### config.mk
export PLATFORM = sky130hd
export DESIGN_NAME = rf_wb_arbiter
export DESIGN_NICKNAME = d
export VERILOG_FILES = /design/src/rtl/rf_wb_arbiter.sv
export SDC_FILE = /design/constraint.sdc
export NUM_CORES = 1
export LEC_CHECK = 0
export CAP_MARGIN = 20
export CORE_MARGIN = 4
export CORE_UTILIZATION = 49
export DETAILED_ROUTE_END_ITERATION = 12
export GPL_ROUTABILITY_DRIVEN = 0
export PLACE_DENSITY = 0.88
export REMOVE_ABC_BUFFERS = 1
export SKIP_CTS_REPAIR_TIMING = 1
export SLEW_MARGIN = 10
export SYNTH_ARGS = -nofsm -noshare
export SYNTH_HDL_FRONTEND = slang
export SYNTH_SLANG_ARGS = --single-unit
export TNS_END_PERCENT = 5
### constraint.sdc
create_clock -name clk -period 7.5 [get_ports clk]
set_input_delay 2.25 -clock clk [delete_from_list [all_inputs] [get_ports clk]]
set_output_delay 2.25 -clock clk [all_outputs]
set_load 0.02 [all_outputs]
### src/rtl/rf_wb_arbiter.sv
// rf_wb_arbiter
// Shares the register file's single write port between two writeback sources.
// It also keeps a per-register pending-write scoreboard that drives the
// decode stall logic.
//   Port 0 : single-cycle ALU results. Normally has priority.
//   Port 1 : long-latency results (load, mul/div). After STARVE_LIMIT
//            consecutive losses it is boosted and wins the next arbitration.
//
// Ports
//   clk, rst                     clock, synchronous active-high reset
//   req0_valid/ready/addr/data   ALU writeback request (ready combinational)
//   req1_valid/ready/addr/data   long-latency writeback request (ready comb.)
//   issue_valid, issue_addr      long-latency op issued; marks addr pending
//   chk_addr1, chk_addr2         decode source operands to check
//   hazard                       a checked source is pending (combinational)
//   wr_en, wr_addr, wr_data      register file write port (registered)
//   busy_vec                     scoreboard, bit i = write to ri pending
//   issue_err                    one-cycle pulse: issue to an already-busy reg
module rf_wb_arbiter #(
  parameter int NREG         = 32,
  parameter int AW           = 5,
  parameter int DW           = 32,
  parameter int STARVE_LIMIT = 4
) (
  input  logic            clk,
  input  logic            rst,
  input  logic            req0_valid,
  output logic            req0_ready,
  input  logic [AW-1:0]   req0_addr,
  input  logic [DW-1:0]   req0_data,
  input  logic            req1_valid,
  output logic            req1_ready,
  input  logic [AW-1:0]   req1_addr,
  input  logic [DW-1:0]   req1_data,
  input  logic            issue_valid,
  input  logic [AW-1:0]   issue_addr,
  input  logic [AW-1:0]   chk_addr1,
  input  logic [AW-1:0]   chk_addr2,
  output logic            hazard,
  output logic            wr_en,
  output logic [AW-1:0]   wr_addr,
  output logic [DW-1:0]   wr_data,
  output logic [NREG-1:0] busy_vec,
  output logic            issue_err
);

  typedef enum logic [0:0] {
    NORMAL = 1'b0,
    BOOST  = 1'b1
  } mode_t;

  localparam logic [3:0]      LP_LIMIT  = 4'(STARVE_LIMIT);
  localparam logic [AW-1:0]   LP_ZERO_A = {AW{1'b0}};
  localparam logic [NREG-1:0] LP_ONE_V  = {{(NREG-1){1'b0}}, 1'b1};

  // One-hot decode of a register address into a scoreboard mask.
  function automatic logic [NREG-1:0] f_dec(input logic [AW-1:0] a);
    f_dec = LP_ONE_V << a;
  endfunction

  mode_t           r_mode;
  mode_t           w_mode_nxt;
  logic [3:0]      r_starve;
  logic [3:0]      w_starve_nxt;

  logic            r_wr_en;
  logic [AW-1:0]   r_wr_addr;
  logic [DW-1:0]   r_wr_data;
  logic [NREG-1:0] r_busy;
  logic            r_issue_err;

  logic            w_acc0;
  logic            w_acc1;
  logic [AW-1:0]   w_sel_addr;
  logic [DW-1:0]   w_sel_data;
  logic            w_do_write;
  logic [NREG-1:0] w_set;
  logic [NREG-1:0] w_clr;
  logic [NREG-1:0] w_busy_nxt;
  logic            w_err_nxt;

  // Arbitration mode register and starvation counter.
  always_ff @(posedge clk) begin
    if (rst) begin
      r_mode   <= NORMAL;
      r_starve <= 4'd0;
    end else begin
      r_mode   <= w_mode_nxt;
      r_starve <= w_starve_nxt;
    end
  end

  // Grant decode plus next mode and next starvation count.
  always_comb begin
    req0_ready   = 1'b0;
    req1_ready   = 1'b0;
    w_mode_nxt   = r_mode;
    w_starve_nxt = r_starve;

    case (r_mode)
      NORMAL: begin
        req0_ready = req0_valid;
        req1_ready = req1_valid & ~req0_valid;
      end
      BOOST: begin
        req0_ready = 1'b0;
        req1_ready = req1_valid;
      end
      default: begin
        req0_ready = 1'b0;
        req1_ready = 1'b0;
      end
    endcase

    if (req1_valid && req1_ready) begin
      w_starve_nxt = 4'd0;
      w_mode_nxt   = NORMAL;
    end else if (!req1_valid) begin
      // The protocol keeps valid high until acceptance, so this path is only
      // reached outside BOOST. Falling back to NORMAL means port 0 can never
      // be locked out if a requester misbehaves.
      w_starve_nxt = 4'd0;
      w_mode_nxt   = NORMAL;
    end else begin
      // A port 1 loss can only happen in NORMAL, because BOOST always grants it.
      w_starve_nxt = r_starve + 4'd1;
      if (w_starve_nxt == LP_LIMIT) begin
        w_mode_nxt = BOOST;
      end else begin
        w_mode_nxt = r_mode;
      end
    end
  end

  // Select the accepted transfer. The two grants never overlap.
  always_comb begin
    w_acc0 = req0_valid & req0_ready;
    w_acc1 = req1_valid & req1_ready;
    if (w_acc1) begin
      w_sel_addr = req1_addr;
      w_sel_data = req1_data;
    end else begin
      w_sel_addr = req0_addr;
      w_sel_data = req0_data;
    end
    // r0 is hardwired zero. The transfer is accepted, but nothing is written.
    w_do_write = (w_acc0 | w_acc1) & (w_sel_addr != LP_ZERO_A);
  end

  // Register file write port. Address and data hold while idle.
  always_ff @(posedge clk) begin
    if (rst) begin
      r_wr_en   <= 1'b0;
      r_wr_addr <= LP_ZERO_A;
      r_wr_data <= {DW{1'b0}};
    end else begin
      r_wr_en <= w_do_write;
      if (w_do_write) begin
        r_wr_addr <= w_sel_addr;
        r_wr_data <= w_sel_data;
      end
    end
  end

  // Scoreboard next state. A set on the same edge as a clear wins.
  always_comb begin
    w_set = {NREG{1'b0}};
    w_clr = {NREG{1'b0}};
    if (issue_valid && (issue_addr != LP_ZERO_A)) begin
      w_set = f_dec(issue_addr);
    end else begin
      w_set = {NREG{1'b0}};
    end
    if (w_acc1) begin
      w_clr = f_dec(req1_addr);
    end else begin
      w_clr = {NREG{1'b0}};
    end
    w_busy_nxt = ((r_busy & ~w_clr) | w_set) & ~LP_ONE_V;
    // Reissuing to a register that stays busy is flagged. A register that
    // is cleared on the same edge was legitimately freed first.
    w_err_nxt  = issue_valid & (issue_addr != LP_ZERO_A) & r_busy[issue_addr]
               & ~(w_acc1 & (req1_addr == issue_addr));
  end

  // Scoreboard and issue error registers.
  always_ff @(posedge clk) begin
    if (rst) begin
      r_busy      <= {NREG{1'b0}};
      r_issue_err <= 1'b0;
    end else begin
      r_busy      <= w_busy_nxt;
      r_issue_err <= w_err_nxt;
    end
  end

  // Hazard comes from registered state only. busy[0] is always 0, so reads
  // of r0 never stall.
  assign hazard    = r_busy[chk_addr1] | r_busy[chk_addr2];
  assign wr_en     = r_wr_en;
  assign wr_addr   = r_wr_addr;
  assign wr_data   = r_wr_data;
  assign busy_vec  = r_busy;
  assign issue_err = r_issue_err;

endmodule

==> results of run 1 <==
-- state kept, by name (all words and copies together) (netlist names) --
signal and count:
wr_en 1, wr_addr 5, wr_data 32, r_starve 4, busy_vec 31, issue_err 1, r_mode 1
-- cells by family after synthesis --
family	Yosys count
AOI/OAI and AO/OA	166
xor gates and xnor gates	7
adders and majority gates	2
buffers and inverters	51
DFF	75
muxes	34
other	1
and+or+nand+nor	189
-- metrics by stage --
stage	hold WS, ns	total power, mW	util, %
5_1_grt	0.538	1.05	68.8
3_5_place_dp	0.462	0.689	66.6
6_report	0.498	1.02	68.8
4_1_cts	0.494	1.02	68.8
2_1_floorplan	0.433	0.552	-
3_3_place_gp	0.445	0.684	66.6
-- placed cells by master, fill, tap and decap left out, types with 10 or more instances in the layout --
master,n
nor2_1,14
nand2_1,105
a21oi_1,36
o21ai_0,32
nor2b_1,10
mux4_2,13
clkdlybuf4s50_1,165
nand3_1,12
clkbuf_8,11
mux2i_1,14
a311oi_2,30
a21oi_2,30
dfxtp_1,75
-- layer usage --
metal,up-vias,GRT usage [%],share of wire [%],wire length [µm]
li1,2199,-,-,-
met1,2285,29.3,38,5670
met2,288,44.4,48,7170
met3,20,8.43,12,1800
met4,0,6.39,1.2,180
met5,-,0,0,0
-- final cells by class --
class / instances / area, µm²
timing repair buffer: 170 / 1690
sequential: 75 / 1500
fill: 718 / 2920
inverter: 8 / 37.5
clock inverter: 5 / 61.3
multi-input combinational: 399 / 2850
tap: 129 / 161
clock buffer: 11 / 151
-- worst max-delay path: stages --
cell	delay [ns]
clkdlybuf4s50_1	0.78
mux4_2	0.56
nor2_1	0.11
a311oi_1	0.07
a211oi_1	0.30
nand4_1	0.12
clkdlybuf4s50_1	0.55
-- final timing paths --
| path | to | slack (ns) | cells past startpoint |
|---|---|---|---|
| worst max-delay path | hazard | 0.52 | 7 |
| worst min-delay path | wr_addr[3] | 0.50 | 2 |
| worst max register to register | wr_data[4] | 5.16 | 7 |
| worst min register to register | wr_addr[3] | 0.50 | 2 |
-- power breakdown --
part           internal [mW]  total [mW]  switching, mW
sequential             0.418       0.433         0.0156
combinational          0.123       0.249          0.126
clock                  0.172       0.334          0.162
==> results by group, run 1 <==
STA
  – Clk_skew: 0.00760 ns
  – Setup-failing EPs final: 0
  – Least-Margin Pin Slew: 1.06 ns
  – RSZ-0062 raised after global routing: no
  – Post-layout worst setup margin: 0.516 ns
  – Slew headroom: 29.3%
  – Fin crit period: 6.98 ns
  – Final TNS setup: 0 ns
  – Final Max Tran Viols: 0
  – Tcrit/Tclk final: 93.1%
  – Max Clk Rate: 0.143 GHz
  – Final Hold Viols: 0

Die
  – Core area: 9370 µm²
  – Die area: 11400 µm²
  – Die Y: 107 µm
  – Boundary pin count: 168
  – Initial Util: 50.9%
  – Chip width: 107 µm
  – Row count: 35

Drt
  – Drt pass-1 iters: 5
  – DRC: 0
  – Detailed-route vias per instance: 6.01
  – Drt wl/cell: 18.6 µm
  – Initial DRC count: 369
  – Final wirelength: 14800 µm
  – Total number of vias: 4792
  – Detail Route Antenna Nets: 0

Synth
  – Yosys top cell area share: 31.5%
  – YS warnings: 0
  – Main combinational cell family by area after synthesis: compound AO/OA/AOI/OAI gates
  – Post-synthesis compound-gate area fraction: 28.2%
  – Top cells by area, synth: dfxtp_1 (31%), a311oi_2 (9.4%), nand2_1 (8.3%)
  – Synthesized-area fraction occupied by adder cells: 0.525%
  – #FFs+latches synth: 75
  – Post-Synth Simple-Gate Area: 19.0%
  – Count of cell types in the netlist: 63
  – Mux cell area share after synthesis: 10.7%
  – Synth cell count leaders: nand2_1 (105), dfxtp_1 (75), a21oi_1 (36)
  – Post-synth ARST share: 0%
  – Count leader, synth: nand2_1
  – Post-synth EDFFs: 0
  – Prevailing post-synth register cell: dfxtp_1
  – Largest area contributor in the netlist: dfxtp_1
  – Post-Syn Area: 4770 µm²
  – Sequential area share after synthesis: 31.5%
  – Cells after Synth: 525
  – Mean Syn Cell Area: 9.08 µm²
  – Xor-xnor portion of the synthesized cell area: 1.29%

GRT
  – Largest net degree at the start of global routing: 71
  – Vias in the first global route: 4640
  – First-pass GRT wire length: 23200 µm
  – Gr usage total: 25.2%
  – Initial antenna violation count: 0
  – Total gr overflow: 0

Clock tree
  – H-tree depth: 3
  – Worst-Skew Late Latency: 0.35 ns
  – CTS clock-pin slew for the worst setup and hold paths: 0.08 ns
  – Worst-case clock buffer depth: 2
  – Root buf cell: clkbuf_8
  – CTS tree: yes
  – CTS sink count: 75
  – Num CTS Buffers: 9

Place
  – # placed instances: 781
  – Hpwl dp: 11000 µm
  – Placed Area: 6240 µm²
  – IO buf count: 166
  – Post-place setup slack: 0.511 ns

Critical path
  – WP data required: 5.25 ns
  – CP startpoint: chk_addr1[0]
  – Crit start category: primary input
  – WP data arrival: 4.73 ns
  – Worst-path fanout max: 11
  – Crit. End Element: primary output
  – Setup CP Type: primary input to primary output
  – R2r startpoint: r_mode

Flow run
  – Maxcap violations: 0

Status
  – Run status: complete, no violations

Pwr
  – Static leakage power: 2.20 nW
  – VDD IR max: 102 µV
  – P per Cell Area: 158 nW/µm²

Cells and area
  – Layout cells sized above 1: 17.1%
  – Layout overhead on the synthesized area: 35.3%
  – Final instance area: 6450 µm²
  – Post-Layout Cell Count: 797
  – N_diodes: 0
  – Nets: 759

Hold path
  – Hold Crit Start: wr_addr[3]
  – HP Class: register to register
(Power assumes the default switching activity.)
==> inputs of run 2 (changes only) <==
--- a/config.mk
+++ b/config.mk
@@ -7,10 +7,11 @@
 export LEC_CHECK = 0
 export CAP_MARGIN = 20
 export CORE_MARGIN = 4
-export CORE_UTILIZATION = 49
+export CORE_UTILIZATION = 55
 export DETAILED_ROUTE_END_ITERATION = 12
+export DONT_BUFFER_PORTS = 1
 export GPL_ROUTABILITY_DRIVEN = 0
-export PLACE_DENSITY = 0.88
+export PLACE_DENSITY = 0.72
 export REMOVE_ABC_BUFFERS = 1
 export SKIP_CTS_REPAIR_TIMING = 1
 export SLEW_MARGIN = 10
==> constraint.sdc (replaced) <==
create_clock -name clk -period 7.28 [get_ports clk]
set_input_delay 2.184 -clock clk [delete_from_list [all_inputs] [get_ports clk]]
set_output_delay 2.184 -clock clk [all_outputs]
set_load 0.02 [all_outputs]
==> run 2 against run 1 <==
  * Clock power decreased by 13%
  * Register-to-register slack lost 0.38 ns
  * Clock skew shrank 0.0011 ns
  * Global-route usage about the same
  * Critical endpoint unchanged
  * Sequential share of layout area up 8.5 points
  * Non-clock buffer count down 167
  * Die area shrank 10%
  * Highest routed layer unchanged
==> results by group, run 2 (same netlist as run 1, synthesis figures left out) <==
Drt
  – Initial DRC count: 422
  – Drt wl/cell: 21.5 µm
  – Total number of vias: 4045
  – Drt pass-1 iters: 7
  – DRC: 0
  – Detail Route Antenna Nets: 0
  – Detailed-route vias per instance: 6.67
  – Final wirelength: 13000 µm

Critical path
  – Setup CP Type: primary input to primary output
  – CP startpoint: chk_addr1[0]
  – R2R Path End: wr_data[5]
  – Cell count of the worst reg-to-reg path: 6
  – Worst R2R Setup Slack: 4.78 ns
  – Crit start category: primary input
  – Critical path cell sequence: mux4_2 > inv_1 > a2111oi_0 > a211oi_1 > nand4_1
  – R2r startpoint: r_mode
  – WP data arrival: 3.44 ns
  – Crit path to: hazard
  – WP data required: 5.10 ns
  – Slowest cell on the critical path: a2111oi_0
  – Crit-path max cell delay: 0.54 ns
  – Worst-path fanout max: 11
  – Crit. End Element: primary output

Die
  – Row count: 33
  – Chip width: 101 µm
  – Boundary pin count: 168
  – Core area: 8340 µm²
  – Initial Util: 57.2%
  – Die Y: 101 µm
  – Die area: 10200 µm²

Clock tree
  – CTS sink count: 75
  – CTS clock-pin slew for the worst setup and hold paths: 0.08 ns
  – Num CTS Buffers: 9
  – CTS tree: yes
  – H-tree depth: 3
  – Root buf cell: clkbuf_8
  – Worst-case clock buffer depth: 2
  – Worst-Skew Late Latency: 0.34 ns

STA
  – Final Max Tran Viols: 0
  – Least-Margin Pin Slew: 1.01 ns
  – Clk_skew: 0.00648 ns
  – Fin crit period: 5.62 ns
  – Final TNS setup: 0 ns
  – Max Clk Rate: 0.178 GHz
  – Tcrit/Tclk final: 77.3%
  – Setup-failing EPs final: 0
  – Hold WS: 0.472 ns
  – Final Hold Viols: 0
  – Post-layout worst setup margin: 1.66 ns
  – RSZ-0062 raised after global routing: no
  – Slew headroom: 32.4%

Pwr
  – P per Cell Area: 185 nW/µm²
  – Static leakage power: 1.57 nW
  – VDD IR max: 145 µV

Place
  – Placed Area: 4540 µm²
  – Post-place setup slack: 1.67 ns
  – IO buf count: 0
  – Hpwl dp: 9430 µm

Cells and area
  – Max reg flops: 32
  – N_diodes: 0
  – Layout cells sized above 1: 22.2%
  – Most common cell after layout, fill and taps aside: nand2_1
  – Post-layout util: 56.7%
  – Final instance area: 4730 µm²
  – Nets: 592
  – Commonest non-fill, non-tap cells in the layout: nand2_1 (105), dfxtp_1 (75), a21oi_1 (36)
  – Layout overhead on the synthesized area: -0.735%

Status
  – Run status: complete, no violations

GRT
  – Gr usage total: 25.1%
  – Largest net degree at the start of global routing: 71
  – Total gr overflow: 0
  – Initial antenna violation count: 0
  – Vias in the first global route: 4000
  – First-pass GRT wire length: 20600 µm

Hold path
  – HP Class: register to register

Flow run
  – Maxcap violations: 0
==> run 2: cell types whose count changed in the layout (fill, tap and decap cells not counted), moves of 2 or more <==
cell / change
clkdlybuf4s50_1: -165
clkinvlp_4: -2
clkinv_2: +2
buf_4: -2
inv_6: +2
==> run 2: power by group <==
group	switching, mW	internal [mW]	leakage (nW)	total [mW]
registers	0.0446	0.430	0.615	0.475
logic	0.0595	0.0509	0.865	0.110
clock network	0.157	0.135	0.0901	0.291
==> run 2: worst min path at each step <==
stage / cells past startpoint / slack [ns] / endpoint / from
after floorplan: 1 / 0.43 / r_starve[0] / r_starve[0]
after global placement: 1 / 0.45 / r_starve[0] / r_starve[0]
after detailed placement: 1 / 0.46 / r_starve[0] / r_starve[0]
after CTS: 1 / 0.48 / r_starve[0] / r_starve[0]
after global routing: 1 / 0.49 / r_starve[0] / r_starve[0]
final: 1 / 0.47 / r_starve[0] / r_starve[0]
==> run 2: layer usage <==
layer  track usage, %  share of wire, %
met5                0                 0
met4             6.85              0.98
met3             9.07                12
met2             39.9                49
met1             32.5                37
==> run 2: critical path: cells and delay by family <==
kind	cells	cell delay, ns
muxes	1	0.31
AOI/OAI and AO/OA	2	0.65
and+or+nand+nor	1	0.26
buffers and inverters	1	0.03
==> run 2: layout make-up <==
type	instances	area [µm²]
clock buffer	11	141
clock inverter	5	35.0
fill	776	3610
inverter	8	37.5
multi-input combinational	399	2850
sequential	75	1500
tap	105	131
timing repair buffer	3	35.0
==> run 2: per-stage QoR <==
| stage | instances | total power [mW] |
|---|---|---|
| floorplan | 482 | 0.569 |
| CTS | 605 | 0.882 |
| global route | 606 | 0.914 |
| detailed placement | 589 | 0.594 |
| finish | 606 | 0.877 |
| global placement | 589 | 0.589 |
==> inputs of run 3 (changes only) <==
==> constraint.sdc (replaced) <==
create_clock -name clk -period 5.55 [get_ports clk]
set_input_delay 1.665 -clock clk [delete_from_list [all_inputs] [get_ports clk]]
set_output_delay 1.665 -clock clk [all_outputs]
set_load 0.02 [all_outputs]
==> run 3 against run 2 <==
  * Count of clock-buffer cells in the layout fell by 1
  * Clock skew rose by 0.0011 ns
  * Hold slack improved by 0.0089 ns
  * Die area did not move
  * First-iteration DRC count fell by 22%
  * Cell count fell by 0.17%
  * Highest routed layer unchanged
  * Sequential cell count did not move
  * Sequential share of layout area fell by 0.45 points
==> results by group, run 3 (same netlist as run 1, synthesis figures left out) <==
GRT
  – GRT met1 Usage: 30.5%
  – GR met3 Demand/Resource: 10.7%
  – Total gr overflow: 0
  – First-pass GRT wire length: 20600 µm
  – Initial antenna violation count: 0
  – Gr usage total: 25.1%
  – Largest net degree at the start of global routing: 71
  – Vias in the first global route: 4046
  – GRT met2 Usage: 41.9%
  – Global-route layer with the greatest usage: met2

Die
  – Initial Util: 57.2%
  – Core area: 8340 µm²
  – Die Y: 101 µm
  – Die area: 10200 µm²
  – Chip width: 101 µm
  – Boundary pin count: 168
  – Row count: 33

Clock tree
  – CTS sink count: 75
  – H-tree depth: 3
  – CTS tree: yes
  – Worst-case clock buffer depth: 2
  – Root buf cell: clkbuf_8
  – Worst-Skew Late Latency: 0.35 ns
  – Num CTS Buffers: 9
  – CTS clock-pin slew for the worst setup and hold paths: 0.07 ns

STA
  – Final Hold Viols: 0
  – RSZ-0062 raised after global routing: no
  – Max Clk Rate: 0.218 GHz
  – Clk_skew: 0.00754 ns
  – Final Max Tran Viols: 0
  – Tcrit/Tclk final: 82.5%
  – Final TNS setup: 0 ns
  – Slew headroom: 26.5%
  – Fin crit period: 4.58 ns
  – Least-Margin Pin Slew: 1.10 ns
  – Setup-failing EPs final: 0
  – Post-layout worst setup margin: 0.972 ns

Cells and area
  – Layout overhead on the synthesized area: 0.709%
  – Commonest non-fill, non-tap cells in the layout: nand2_1 (105), dfxtp_1 (75), a21oi_1 (36)
  – Nets: 591
  – Layout cells sized above 1: 22.0%
  – Fillers: 785
  – Max reg flops: 32
  – N_diodes: 0
  – Most common cell after layout, fill and taps aside: nand2_1

Critical path
  – Delay-heaviest family, CP: compound AO/OA/AOI/OAI gates
  – Worst-path fanout max: 11
  – Buffer and inverter count on the worst path: 0
  – Crit. End Element: primary output
  – WP data required: 3.88 ns
  – Crit start category: primary input
  – Setup CP Type: primary input to primary output
  – Critical path cell sequence: mux2_2 > a221oi_1 > a2111oi_0 > a211oi_1 > nand4_1
  – R2r startpoint: r_mode
  – Cell count of the worst reg-to-reg path: 6
  – R2R Path End: wr_data[15]
  – Crit-path max cell delay: 0.31 ns
  – WP data arrival: 2.91 ns
  – Slowest cell on the critical path: mux2_2
  – Worst R2R Setup Slack: 3.01 ns

Pwr
  – P per Cell Area: 275 nW/µm²
  – VDD IR max: 153 µV
  – Sw frac: 26.2%
  – Sw power: 0.346 mW
  – Comb power frac: 10.8%
  – Static leakage power: 1.60 nW
  – Cell-internal power: 0.976 mW
  – Seq pwr share: 47.2%
  – Clk pwr share: 42.0%

Drt
  – Initial DRC count: 328
  – Drt wl/cell: 22.0 µm
  – DRC: 0
  – Total number of vias: 4044
  – Drt pass-1 iters: 5
  – Final wirelength: 13300 µm
  – Detail Route Antenna Nets: 0
  – Detailed-route vias per instance: 6.68

Hold path
  – Hold path cells: 1
  – Worst Hold End: r_starve[0]
  – HP Class: register to register
  – Hold Crit Start: r_starve[0]

Flow run
  – Maxcap violations: 0

Place
  – Post-place setup slack: 0.956 ns
  – Hpwl dp: 9500 µm
  – IO buf count: 0

Status
  – Run status: complete, no violations
==> run 3: cell count changes in the layout (fill, tap and decap cells not counted), sizes merged <==
cell,delta
bufinv,+4
inv,-2
buf,-1
clkbuf,-1
clkinvlp,-1
==> run 3: area by class of cell <==
class | instances | area (µm²) | area share, %
clock inverter | 6 | 138 | 2.87
timing repair buffer | 2 | 15.0 | 0.313
inverter | 8 | 37.5 | 0.782
tap | 105 | 131 | 2.74
sequential | 75 | 1500 | 31.3
multi-input combinational | 399 | 2850 | 59.4
clock buffer | 10 | 128 | 2.66
==> run 3: worst register-to-register path, stage by stage, from the launching register on <==
cell and delay [ns]:
dfxtp_1 0.30, nand2b_1 0.42, inv_8 0.11, or4_4 0.54
a22o_2 0.60, a21oi_2 0.31, a311oi_2 0.08
==> run 3: power groups by stage <==
| stage | registers, mW | clock network, mW | logic, mW |
|---|---|---|---|
| 2_1_floorplan | 0.626 | 0 | 0.120 |
| 3_3_place_gp | 0.635 | 0 | 0.138 |
| 3_5_place_dp | 0.636 | 0 | 0.143 |
| 4_1_cts | 0.623 | 0.563 | 0.143 |
| 5_1_grt | 0.626 | 0.590 | 0.157 |
| 6_report | 0.623 | 0.555 | 0.143 |
==> run 3: worst max path at each step <==
stage / start / endpoint / slack, ns / depth (start not counted)
floorplan: req0_valid / req1_ready / 0.49 / 3
finish: chk_addr1[1] / hazard / 0.97 / 5
global route: chk_addr1[1] / hazard / 0.91 / 5
detailed placement: chk_addr1[1] / hazard / 0.96 / 5
CTS: chk_addr1[1] / hazard / 0.96 / 5
global placement: chk_addr1[0] / hazard / 1.06 / 5
==> run 3: stage by stage <==
stage	instances	util [%]	power, mW	hold slack [ns]	instance area, µm²
2_1_floorplan	482	-	0.746	0.433	4390
3_3_place_gp	589	54.4	0.773	0.447	4540
3_5_place_dp	589	54.4	0.778	0.465	4540
4_1_cts	605	57.6	1.33	0.485	4800
5_1_grt	605	57.6	1.37	0.518	4800
6_report	605	57.6	1.32	0.481	4800
==> run 3: metal layers <==
metal	part of all wire, %	wire length (µm)	vias up
met5	0	0	-
met4	0.92	122	0
met3	12	1540	14
met2	49	6550	205
met1	38	5100	1961
li1	-	-	1864
